==> src/rtl/bus_pkg.sv <==
// rtl/bus_pkg.sv - shared bus defaults, source indices and arbitration modes
package bus_pkg;

  localparam int BUS_WIDTH = 32;
  localparam int BUS_NSRC  = 24;

  // Bus source indices
  localparam int SRC_R0  = 0;
  localparam int SRC_R1  = 1;
  localparam int SRC_R2  = 2;
  localparam int SRC_R3  = 3;
  localparam int SRC_R4  = 4;
  localparam int SRC_R5  = 5;
  localparam int SRC_R6  = 6;
  localparam int SRC_R7  = 7;
  localparam int SRC_R8  = 8;
  localparam int SRC_R9  = 9;
  localparam int SRC_R10 = 10;
  localparam int SRC_R11 = 11;
  localparam int SRC_R12 = 12;
  localparam int SRC_R13 = 13;
  localparam int SRC_R14 = 14;
  localparam int SRC_R15 = 15;
  localparam int SRC_HI     = 16;
  localparam int SRC_LO     = 17;
  localparam int SRC_ZHI    = 18;
  localparam int SRC_ZLO    = 19;
  localparam int SRC_PC     = 20;
  localparam int SRC_MDR    = 21;
  localparam int SRC_INPORT = 22;
  localparam int SRC_C      = 23;

  localparam int ARB_FIXED = 0;
  localparam int ARB_RR    = 1;

  // Grant index width; a single-source bus still carries a 1-bit index
  function automatic int idx_width(input int n);
    return (n > 1) ? $clog2(n) : 1;
  endfunction

endpackage

==> src/rtl/bus_arb_reg_if.sv <==
// rtl/bus_arb_reg_if.sv - bus source/consumer signal bundle (conflict_cnt only with BUS_CONFLICT_CNT_EN)
interface bus_arb_reg_if
  import bus_pkg::*;
#(
  parameter int WIDTH = BUS_WIDTH,
  parameter int NSRC  = BUS_NSRC,
  parameter int IDXW  = idx_width(NSRC)
);

  logic [NSRC-1:0]       src_en;
  logic [NSRC*WIDTH-1:0] src_data;
  logic                  lock;
  logic                  conflict_clr;
  logic [WIDTH-1:0]      bus_out;
  logic                  bus_valid;
  logic [IDXW-1:0]       grant_idx;
  logic                  conflict;
  logic                  conflict_sticky;
`ifdef BUS_CONFLICT_CNT_EN
  logic [15:0]           conflict_cnt;
`endif

  modport master (
    output src_en, src_data, lock, conflict_clr,
    input  bus_out, bus_valid, grant_idx, conflict, conflict_sticky
`ifdef BUS_CONFLICT_CNT_EN
    , input conflict_cnt
`endif
  );

  modport slave (
    input  src_en, src_data, lock, conflict_clr,
    output bus_out, bus_valid, grant_idx, conflict, conflict_sticky
`ifdef BUS_CONFLICT_CNT_EN
    , output conflict_cnt
`endif
  );

endinterface

==> src/rtl/bus_grant_arb.sv <==
// rtl/bus_grant_arb.sv - fixed-priority / round-robin grant search with its pointer register
module bus_grant_arb
  import bus_pkg::*;
#(
  parameter int NSRC     = BUS_NSRC,
  parameter int IDXW     = idx_width(NSRC),
  parameter int ARB_MODE = ARB_FIXED
) (
  input  logic            clk,
  input  logic            clr,
  input  logic [NSRC-1:0] req,
  input  logic            upd,
  output logic            gnt_any,
  output logic [IDXW-1:0] gnt_idx
);

  logic [IDXW-1:0] ptr;

  // First requester, scanning upward from 0 (fixed) or from ptr+1 with wrap (round-robin)
  always_comb begin
    int j;
    logic [IDXW-1:0] jj;
    j       = 0;
    jj      = '0;
    gnt_any = 1'b0;
    gnt_idx = '0;
    for (int k = 0; k < NSRC; k++) begin
      if (ARB_MODE == ARB_RR) begin
        j = int'(ptr) + 1 + k;
        if (j >= NSRC) j = j - NSRC;
        if (j >= NSRC) j = j - NSRC;
      end else begin
        j = k;
      end
      jj = IDXW'(j);
      if (!gnt_any && req[jj]) begin
        gnt_any = 1'b1;
        gnt_idx = jj;
      end
    end
  end

  // Pointer follows the winner of each freshly arbitrated cycle; reset makes the first search start at 0
  always_ff @(posedge clk) begin
    if (clr) begin
      ptr <= IDXW'(NSRC - 1);
    end else if (upd && gnt_any) begin
      ptr <= gnt_idx;
    end
  end

endmodule

==> src/rtl/bus_arb_reg.sv <==
// rtl/bus_arb_reg.sv - registered arbitrated bus mux with lock and conflict flags (optional BUS_CONFLICT_CNT_EN)
module bus_arb_reg
  import bus_pkg::*;
#(
  parameter int WIDTH     = BUS_WIDTH,
  parameter int NSRC      = BUS_NSRC,
  parameter int IDXW      = idx_width(NSRC),
  parameter int ARB_MODE  = ARB_FIXED,
  parameter int IDLE_HOLD = 1
) (
  input logic         clk,
  input logic         clr,
  bus_arb_reg_if.slave bus
);

  logic [WIDTH-1:0] bus_q;
  logic             valid_q;
  logic [IDXW-1:0]  grant_q;
  logic             conflict_q;
  logic             sticky_q;

  logic             arb_any;
  logic [IDXW-1:0]  arb_idx;
  logic             lock_hold;
  logic             sel_any;
  logic [IDXW-1:0]  sel_idx;
  logic [WIDTH-1:0] sel_data;
  logic             multi;

  // Lock only holds a live grant whose source is still requesting
  assign lock_hold = bus.lock && valid_q && bus.src_en[grant_q];
  assign sel_any   = lock_hold || arb_any;
  assign sel_idx   = lock_hold ? grant_q : arb_idx;
  assign multi     = |(bus.src_en & (bus.src_en - NSRC'(1)));

  bus_grant_arb #(
    .NSRC     (NSRC),
    .IDXW     (IDXW),
    .ARB_MODE (ARB_MODE)
  ) u_arb (
    .clk     (clk),
    .clr     (clr),
    .req     (bus.src_en),
    .upd     (!lock_hold),
    .gnt_any (arb_any),
    .gnt_idx (arb_idx)
  );

  // Constant-index mux so only the selected source's data can reach the bus
  always_comb begin
    sel_data = '0;
    for (int i = 0; i < NSRC; i++) begin
      if (sel_idx == IDXW'(i)) sel_data = bus.src_data[i*WIDTH +: WIDTH];
    end
  end

  // Bus, grant and conflict registers
  always_ff @(posedge clk) begin
    if (clr) begin
      bus_q      <= '0;
      valid_q    <= 1'b0;
      grant_q    <= '0;
      conflict_q <= 1'b0;
      sticky_q   <= 1'b0;
    end else begin
      valid_q    <= sel_any;
      conflict_q <= multi;
      if (sel_any) begin
        grant_q <= sel_idx;
        bus_q   <= sel_data;
      end else if (IDLE_HOLD == 0) begin
        bus_q <= '0;
      end
      if (multi) begin
        sticky_q <= 1'b1;
      end else if (bus.conflict_clr) begin
        sticky_q <= 1'b0;
      end
    end
  end

`ifdef BUS_CONFLICT_CNT_EN
  logic [15:0] cnt_q;

  // Saturating count of conflict cycles; a clear coinciding with a conflict counts that conflict
  always_ff @(posedge clk) begin
    if (clr) begin
      cnt_q <= '0;
    end else if (bus.conflict_clr) begin
      cnt_q <= multi ? 16'd1 : 16'd0;
    end else if (multi && cnt_q != 16'hFFFF) begin
      cnt_q <= cnt_q + 16'd1;
    end
  end

  assign bus.conflict_cnt = cnt_q;
`endif

  assign bus.bus_out         = bus_q;
  assign bus.bus_valid       = valid_q;
  assign bus.grant_idx       = grant_q;
  assign bus.conflict        = conflict_q;
  assign bus.conflict_sticky = sticky_q;

endmodule

==> src/flat_wrapper.sv <==
// flat-port wrapper written by rule: the top's interface ports become plain ports
module bus_arb_reg_flat import bus_pkg::*;
#(
  parameter int WIDTH     = BUS_WIDTH,
  parameter int NSRC      = BUS_NSRC,
  parameter int IDXW      = idx_width(NSRC),
  parameter int ARB_MODE  = ARB_FIXED,
  parameter int IDLE_HOLD = 1
)
  (clk, clr, bus_src_en, bus_src_data, bus_lock, bus_conflict_clr, bus_bus_out, bus_bus_valid, bus_grant_idx, bus_conflict, bus_conflict_sticky);
  bus_arb_reg_if #(.WIDTH(WIDTH), .NSRC(NSRC), .IDXW(IDXW)) bus_i ();
  input logic clk;
  input logic clr;
  input wire logic [$bits(bus_i.src_en)-1:0] bus_src_en;
  input wire logic [$bits(bus_i.src_data)-1:0] bus_src_data;
  input wire logic [$bits(bus_i.lock)-1:0] bus_lock;
  input wire logic [$bits(bus_i.conflict_clr)-1:0] bus_conflict_clr;
  output wire logic [$bits(bus_i.bus_out)-1:0] bus_bus_out;
  output wire logic [$bits(bus_i.bus_valid)-1:0] bus_bus_valid;
  output wire logic [$bits(bus_i.grant_idx)-1:0] bus_grant_idx;
  output wire logic [$bits(bus_i.conflict)-1:0] bus_conflict;
  output wire logic [$bits(bus_i.conflict_sticky)-1:0] bus_conflict_sticky;
  assign bus_i.src_en = bus_src_en;
  assign bus_i.src_data = bus_src_data;
  assign bus_i.lock = bus_lock;
  assign bus_i.conflict_clr = bus_conflict_clr;
  assign bus_bus_out = bus_i.bus_out;
  assign bus_bus_valid = bus_i.bus_valid;
  assign bus_grant_idx = bus_i.grant_idx;
  assign bus_conflict = bus_i.conflict;
  assign bus_conflict_sticky = bus_i.conflict_sticky;
  bus_arb_reg #(.WIDTH(WIDTH), .NSRC(NSRC), .IDXW(IDXW), .ARB_MODE(ARB_MODE), .IDLE_HOLD(IDLE_HOLD)) u_core (.clk(clk), .clr(clr), .bus(bus_i));
endmodule
==> config.mk <==
export PLATFORM = sky130hd
export DESIGN_NAME = bus_arb_reg_flat
export DESIGN_NICKNAME = d
export VERILOG_FILES = /design/src/rtl/bus_pkg.sv /design/src/rtl/bus_arb_reg_if.sv /design/src/rtl/bus_grant_arb.sv /design/src/rtl/bus_arb_reg.sv /design/src/flat_wrapper.sv
export SDC_FILE = /design/constraint.sdc
export NUM_CORES = 1
export LEC_CHECK = 0
export ABC_AREA = 1
export CAP_MARGIN = 20
export CORE_AREA = 2 2 326 328
export DETAILED_ROUTE_END_ITERATION = 10
export DIE_AREA = 0 0 328 330
export SYNTH_ARGS = -nofsm -noshare
export SYNTH_HDL_FRONTEND = slang
export SYNTH_HIERARCHICAL = 1
export SYNTH_SLANG_ARGS = --single-unit
==> constraint.sdc <==
create_clock -name clk -period 4.8 [get_ports clk]
set_input_delay 0.48 -clock clk [delete_from_list [all_inputs] [get_ports clk]]
set_output_delay 0.48 -clock clk [all_outputs]
set_load 0.01 [all_outputs]
==> metrics.md, run 1 <==
| Metric | Value |
|---|---|
| Max-Cap Viols | `0` |
| Yosys warns | `6` |
| Setup TNS | `0 ns` |
| R2r endpoint | `u_core/bus.bus_out[15]` |
| Die ar. | `108000 sq um` |
| Number of global-route vias before repair | `about 17000` |
| Footprint of the multi-input gates | `7570 sq um` |
| CTS tree | `done` |
| Largest net degree at the start of global routing | `31` |
| Worst skew pair latency | `0.32 ns` |
| Cell Area, Synth | `between 9000 and 10000 sq um` |
| Clock sinks | `40` |
| Routed Antenna Nets | `0` |
| P_leak | `about 9.5 nW` |
| CP max stage cell | `nand4_1` |
| Syn Nets | `2714` |
| WL/cell | `24.1 microns` |
| Max_slew headroom | `54.7%` |
| Global-route total usage across every layer | `between 10% and 20%` |
| Startpoint types | `input pin` |
| # rows | `119` |
| Final Hold Viols | `0` |
| RR Startpoint | `u_core/bus.grant_idx[2]` |
| DRC violations left | `0` |
| CP max FO | `7` |
| Post-DP HPWL | `93.0 mm` |
| FFs w/ async S/R, synth | `0%` |
| Worst setup margin | `0.0550 ns` |
| Fin nets | `3762` |
| Cell mode on critical path | `nor2_4` |
| Post-DR vias/cell | `3.87` |
| Peak supply drop | `0.000112 V` |
| Number of enable flip-flop cells after synthesis | `0` |
| Max Clock Freq | `approximately 0.21 GHz` |
| Worst slew pin tran | `0.677 ns` |
| Worst hold slack | `roughly 0.46 ns` |
| CORE AREA | `105000 sq um` |
| Req. time, crit path | `5.02 ns` |
| Tmin final | `4.75 ns` |
| Drt total wl | `about 110 mm` |
| Post-synthesis cell type count | `43` |
| Power Density | `159 nW/um^2` |
| Synth area leader | `nand2_1` |
| First-pass GRT wire length | `136 mm` |
| Worst hold path class | `register to register` |
| Worst-path clk slew | `0.08 ns` |
| CP peak stage delay | `~0.29 ns` |
| Setup Slack @ Placement | `-1.27 ns` |
| Worst Clk Skew | `0.00787 ns` |
| Setup CP Type | `input pin to register` |
| R2R depth | `31` |
| Fill cell count | `11934` |
| Status | `complete, no violations` |
| Sequential area share after synthesis | `8.82%` |
| CTS Root Cell | `clkbuf_16` |
| Max Slew Vio Count | `0` |
| Share of post-route cells with drive strength above 1 | `18.6%` |
| Ys flop type | `dfxtp_1` |
| Worst Setup EP | `u_core/bus.bus_out[15]` |
| I/O pins | `836` |
| Initial Utilization | `8.67%` |
| Drt pass-1 iters | `5` |
| Flop2flop setup slack | `between 0.2 and 0.25 ns` |
| CTS H-tree lvls | `2` |
| Top cell type's share of synthesized area | `31.9%` |
| Setup crit start | `bus_src_en[3]` |
| Number of synthesized register bits | `40` |
| Period utilisation layout | `98.9%` |
| GRT overflow | `0` |
| RSZ-0062 raised after global routing | `yes` |
| Port Buf Inserts | `roughly 840` |
| Setup-failing EPs final | `0` |
| Initial antenna violation count | `27` |
| DR iter-0 viols | `around 1300` |
| Core Util, Final | `~21%` |
| Synthesized instance count | `between 1500 and 2000` |
| Synthesis-to-layout area growth | `147%` |
| Die Wd | `328 microns` |
| Synthesized area per cell | `4.73 sq um` |
| Data arrival, critical path | `approximately 5 ns` |
| Via Count | `16876` |
| Final Wtd Congestion | `0.956` |
| CP endpoint kind | `register` |
| Top post-synthesis cells by area | `nand2_1, inv_1, nor2_1` |
| Cts bufs inserted | `5` |
| Register area | `801 sq um` |
| Die Y | `around 330 microns` |
| Clock Tree Buf Depth | `2` |
| Total power | `3.58 mW` |
[cells by family after synthesis]
group | Yosys count | synth area share [%]
AND/OR/NAND/NOR | 1373 | 66.4
adder cells (fa/ha/maj) | 1 | 0.110
buffers and inverters | 350 | 15.4
AO/OA/AOI/OAI | 154 | 9.22
flip-flops | 40 | 8.82
[cell type report]
type / instances / share of cell area [%]
repair buffers: 1125 / 49.6
multi-input cells: 1528 / 33.7
well taps: 1391 / 7.75
inverters: 266 / 4.53
flip-flops and latches: 40 / 3.57
clock buffers: 5 / 0.557
clock inverters: 3 / 0.190
diodes: 5 / 0.0557
[Yosys cell counts, types with 6 or more instances]
cell,count
or2_2,65
nor2_1,239
buf_2,19
o21ai_1,8
nand2_1,772
nor3_1,7
nor2_4,7
clkbuf_1,53
or2_0,8
nand4_1,139
inv_2,9
nor2_2,9
nand3_1,99
a21oi_1,78
o22ai_1,6
or2_1,9
o21ai_0,46
buf_6,6
dfxtp_1,40
inv_1,257
[how the worst min path moves through the flow]
stage                                 from                     end  slack [ns]  depth (start not counted)
floorplan            u_core/bus.bus_out[0]   u_core/bus.bus_out[0]        0.48                          2
global placement    u_core/bus.bus_out[16]  u_core/bus.bus_out[16]        0.44                          2
detailed placement  u_core/bus.bus_out[16]  u_core/bus.bus_out[16]        0.44                          2
CTS                 u_core/bus.bus_out[16]  u_core/bus.bus_out[16]        0.46                          2
global route        u_core/bus.bus_out[16]  u_core/bus.bus_out[16]        0.47                          2
finish              u_core/bus.bus_out[20]  u_core/bus.bus_out[20]        0.46                          2
[worst max-delay path: cells and delay by family]
| family | cells | cell delay [ns] |
|---|---|---|
| AOI/OAI and AO/OA | 1 | 0.08 |
| and+or+nand+nor | 31 | 3.79 |
| buffers and inverters | 6 | 0.62 |
[layout by cell type, fill, tap and decap left out, drive strengths merged, types with 4 or more instances in the layout]
| cell | count |
|---|---|
| buf | 293 |
| inv | 264 |
| clkbuf | 7 |
| clkdlybuf4s50 | 825 |
| dlygate4sd2 | 4 |
| diode | 5 |
| a21oi | 78 |
| dfxtp | 40 |
| nand3 | 101 |
| nand2 | 779 |
| o21ai | 57 |
| nor2 | 255 |
| nor3b | 4 |
| o22ai | 6 |
| nor3 | 7 |
| nand4 | 143 |
| or2 | 82 |
[report_power, final]
group / leakage (nW) / internal (mW) / switching, mW / total [mW]
clock network: 0.0798 / 0.247 / 0.207 / 0.454
registers: 0.332 / 0.385 / 0.0404 / 0.425
logic: 9.08 / 1.36 / 1.34 / 2.70
[stage by stage]
stage | area (sq um) | std cells
5_1_grt | 22400 | 4360
6_report | 22400 | 4363
4_1_cts | 21700 | 4344
3_5_place_dp | 21200 | 4313
2_1_floorplan | 9080 | 1918
3_3_place_gp | 21200 | 4313
[state kept, by name, summed over array words and instances, names as in the netlist]
register,cells
u_core/bus.bus_out,32
u_core/bus.conflict,1
u_core/bus.bus_valid,1
u_core/bus.conflict_sticky,1
u_core/bus.grant_idx,5
[metal layers]
layer | global-route usage (%) | share of wire (%) | vias up
li1 | - | - | 8105
met1 | 22.9 | 41 | 7755
met2 | 32.0 | 48 | 876
met3 | 4.05 | 8.3 | 114
met4 | 3.31 | 1.8 | 26
met5 | 0 | 0.17 | -
[repair_timing]
item                                    4_1_cts  5_1_grt
resized for setup                            87      160
cloned                                        0        1
endpoints found under the setup margin       28       32
pin swaps                                    43      100
hold buffers                                  0        0
setup buffers                                23       13
Note: power is estimated with default switching activity, not from simulation.
==> inputs of run 2 (changes only) <==
--- a/config.mk
+++ b/config.mk
@@ -10,6 +10,7 @@
 export CORE_AREA = 2 2 326 328
 export DETAILED_ROUTE_END_ITERATION = 10
 export DIE_AREA = 0 0 328 330
+export PLACE_DENSITY = 0.41
 export SYNTH_ARGS = -nofsm -noshare
 export SYNTH_HDL_FRONTEND = slang
 export SYNTH_HIERARCHICAL = 1
==> run 2 against run 1 <==
Compared with the run above: clock skew up 0.0022 ns; first-iteration DRC count down 18%; clock power down 8.4%; critical path type unchanged; highest routed layer unchanged.
==> metrics.md, run 2 (synthesis results as in run 1) <==
| Metric | Value |
|---|---|
| Fin nets | `3747 (-0.40%)` |
| Worst setup margin | `0.160 ns (+0.105 ns)` |
| Hold Startpoint | `u_core/bus.bus_out[8]` |
| DRC violations left | `0 (unchanged)` |
| CTS tree | `done` |
| Fin area | `22000 sq um (-2.1%)` |
| Max_slew headroom | `67.1% (+12 points)` |
| P_leak | `9.30 nW (-2.1%)` |
| CP peak stage delay | `0.52 ns (+0.23 ns)` |
| Hold Path Depth | `2 (unchanged)` |
| Post-DR vias/cell | `3.79 (-2.0%)` |
| Placed Area | `21100 sq um (-0.38%)` |
| Via Count | `16512 (-2.2%)` |
| Clock Tree Buf Depth | `2 (unchanged)` |
| CP max stage cell | `clkdlybuf4s50_1` |
| R2R depth | `32 (+3.2%)` |
| Setup CP Type | `input pin to register` |
| WHS Endpoint | `u_core/bus.bus_out[8]` |
| Clock sinks | `40 (unchanged)` |
| Die Y | `330 microns (unchanged)` |
| Largest net degree at the start of global routing | `32 (+3.2%)` |
| Final Wtd Congestion | `0.920 (-3.8%)` |
| Dpl cells | `4311 (-0.046%)` |
| Number of global-route vias before repair | `16838 (+0.94%)` |
| Max-Cap Viols | `0 (unchanged)` |
| Most frequent cells in the layout | `clkdlybuf4s50_1, nand2_1, inv_1` |
| Cts bufs inserted | `5 (unchanged)` |
| Post-Layout Cell Count | `4356 (-0.16%)` |
| Leading cell type in the layout, fill and taps excluded | `clkdlybuf4s50_1` |
| Worst skew pair latency | `0.32 ns (about the same)` |
| Global-route total usage across every layer | `18.6% (+0.37 points)` |
| Worst slew pin tran | `0.492 ns (-0.185 ns)` |
| Share of post-route cells with drive strength above 1 | `17.1% (-1.4 points)` |
| Initial Utilization | `8.67% (unchanged)` |
| Setup Slack @ Placement | `-1.28 ns (-0.00196 ns)` |
| Req. time, crit path | `5.03 ns (about the same)` |
| Final Hold Viols | `0 (unchanged)` |
| Flop2flop setup slack | `0.42 ns (+0.20 ns)` |
| CTS Root Cell | `clkbuf_16` |
| Max Slew Vio Count | `0 (unchanged)` |
| Power Density | `151 nW/um^2 (-5.2%)` |
| I/O pins | `836 (unchanged)` |
| Drt pass-1 iters | `7 (+2)` |
| RSZ-0062 raised after global routing | `yes` |
| CP endpoint kind | `register` |
| Routed Antenna Nets | `0 (unchanged)` |
| Setup-failing EPs final | `0 (unchanged)` |
| Cell mode on critical path | `nand2_1` |
| Status | `complete, no violations` |
| CTS H-tree lvls | `2 (unchanged)` |
| Port Buf Inserts | `835 (unchanged)` |
| Period utilisation layout | `96.7% (-2.2 points)` |
| Worst-path clk slew | `0.09 ns (about the same)` |
| DR iter-0 viols | `1053 (-18%)` |
| RR Startpoint | `u_core/bus.grant_idx[0]` |
| Worst Clk Skew | `0.0101 ns (+0.00224 ns)` |
| Drt total wl | `106 mm (+1.1%)` |
| Data arrival, critical path | `4.87 ns (-0.09 ns)` |
| Max Clock Freq | `0.216 GHz (+2.3%)` |
| Tmin final | `4.64 ns (-0.105 ns)` |
| First-pass GRT wire length | `138 mm (+1.5%)` |
| WL/cell | `24.4 microns (+1.2%)` |
| Total power | `3.32 mW (-7.2%)` |
| Peak supply drop | `0.000125 V (+12%)` |
| CP max FO | `12 (+5)` |
| R2r endpoint | `u_core/bus.bus_out[31]` |
| CORE AREA | `105000 sq um (unchanged)` |
| Synthesis-to-layout area growth | `142%` |
| Hold Buf Count CTS | `0 (unchanged)` |
| Max reg flops | `32 (unchanged)` |
| Die ar. | `108000 sq um (unchanged)` |
| Post-DP HPWL | `94.5 mm (+1.6%)` |
| Startpoint types | `input pin` |
| # rows | `119 (unchanged)` |
| Initial antenna violation count | `36 (+33%)` |
| GRT overflow | `0 (unchanged)` |
| Die Wd | `328 microns (unchanged)` |
| Worst hold path class | `register to register` |
==> run 2: worst max-delay path by stage <==
stage | startpoint | to | cells past startpoint
6_report | bus_src_en[10] | u_core/bus.bus_out[31] | 33
5_1_grt | bus_src_en[5] | u_core/bus.bus_out[22] | 33
4_1_cts | bus_src_en[1] | u_core/bus.bus_out[31] | 37
3_5_place_dp | bus_src_en[0] | u_core/bus.bus_out[31] | 39
3_3_place_gp | bus_src_en[3] | u_core/bus.bus_out[31] | 39
2_1_floorplan | bus_src_en[0] | u_core/bus.bus_out[9] | 32
==> run 2: stage by stage <==
step	TNS (ns)	util, %	hold slack [ns]
after detailed placement	-16.29	20.2	0.439
after CTS	-0.0120	20.6	0.456
after floorplan	0	-	0.476
after global placement	-15.47	20.2	0.440
after global routing	-0.831	21.0	0.470
final	0	21.0	0.456
==> run 2: layout make-up <==
cell class	count	area, sq um
fill	12065	82700
inverter	266	1020
timing repair buffer	1110	10800
multi-input combinational	1528	7410
clock inverter	2	15.0
antenna	13	32.5
clock buffer	6	139
tap	1391	1740
sequential	40	801
==> run 2: per-layer routing <==
| metal | vias to the layer above | track usage, % | routed length, microns |
|---|---|---|---|
| li1 | 8081 | - | - |
| met1 | 7600 | 22.8 | 44200 |
| met2 | 705 | 32.8 | 51700 |
| met3 | 86 | 5.11 | 8640 |
| met4 | 40 | 3.08 | 1420 |
| met5 | - | 0 | 267 |
==> run 2: power breakdown <==
part,leakage (nW),total [mW],switching [mW],internal [mW]
Sequential,0.332,0.426,0.0412,0.384
Clock,0.0692,0.416,0.207,0.209
Combinational,8.90,2.48,1.24,1.24
Total,9.30,3.32,1.49,1.83
==> run 2: timing repair <==
action / 4_1_cts / 5_1_grt
setup buffers: 15 / 12
gates cloned: 0 / 0
setup endpoints to repair: 23 / 32
pin swaps: 43 / 76
gates resized for setup: 85 / 94
==> run 2: worst max-delay path, delay by kind of cell <==
| family | cells | cell delay (ns) |
|---|---|---|
| buffers and inverters | 8 | 1.38 |
| AOI/OAI and AO/OA | 3 | 0.43 |
| and+or+nand+nor | 22 | 2.55 |
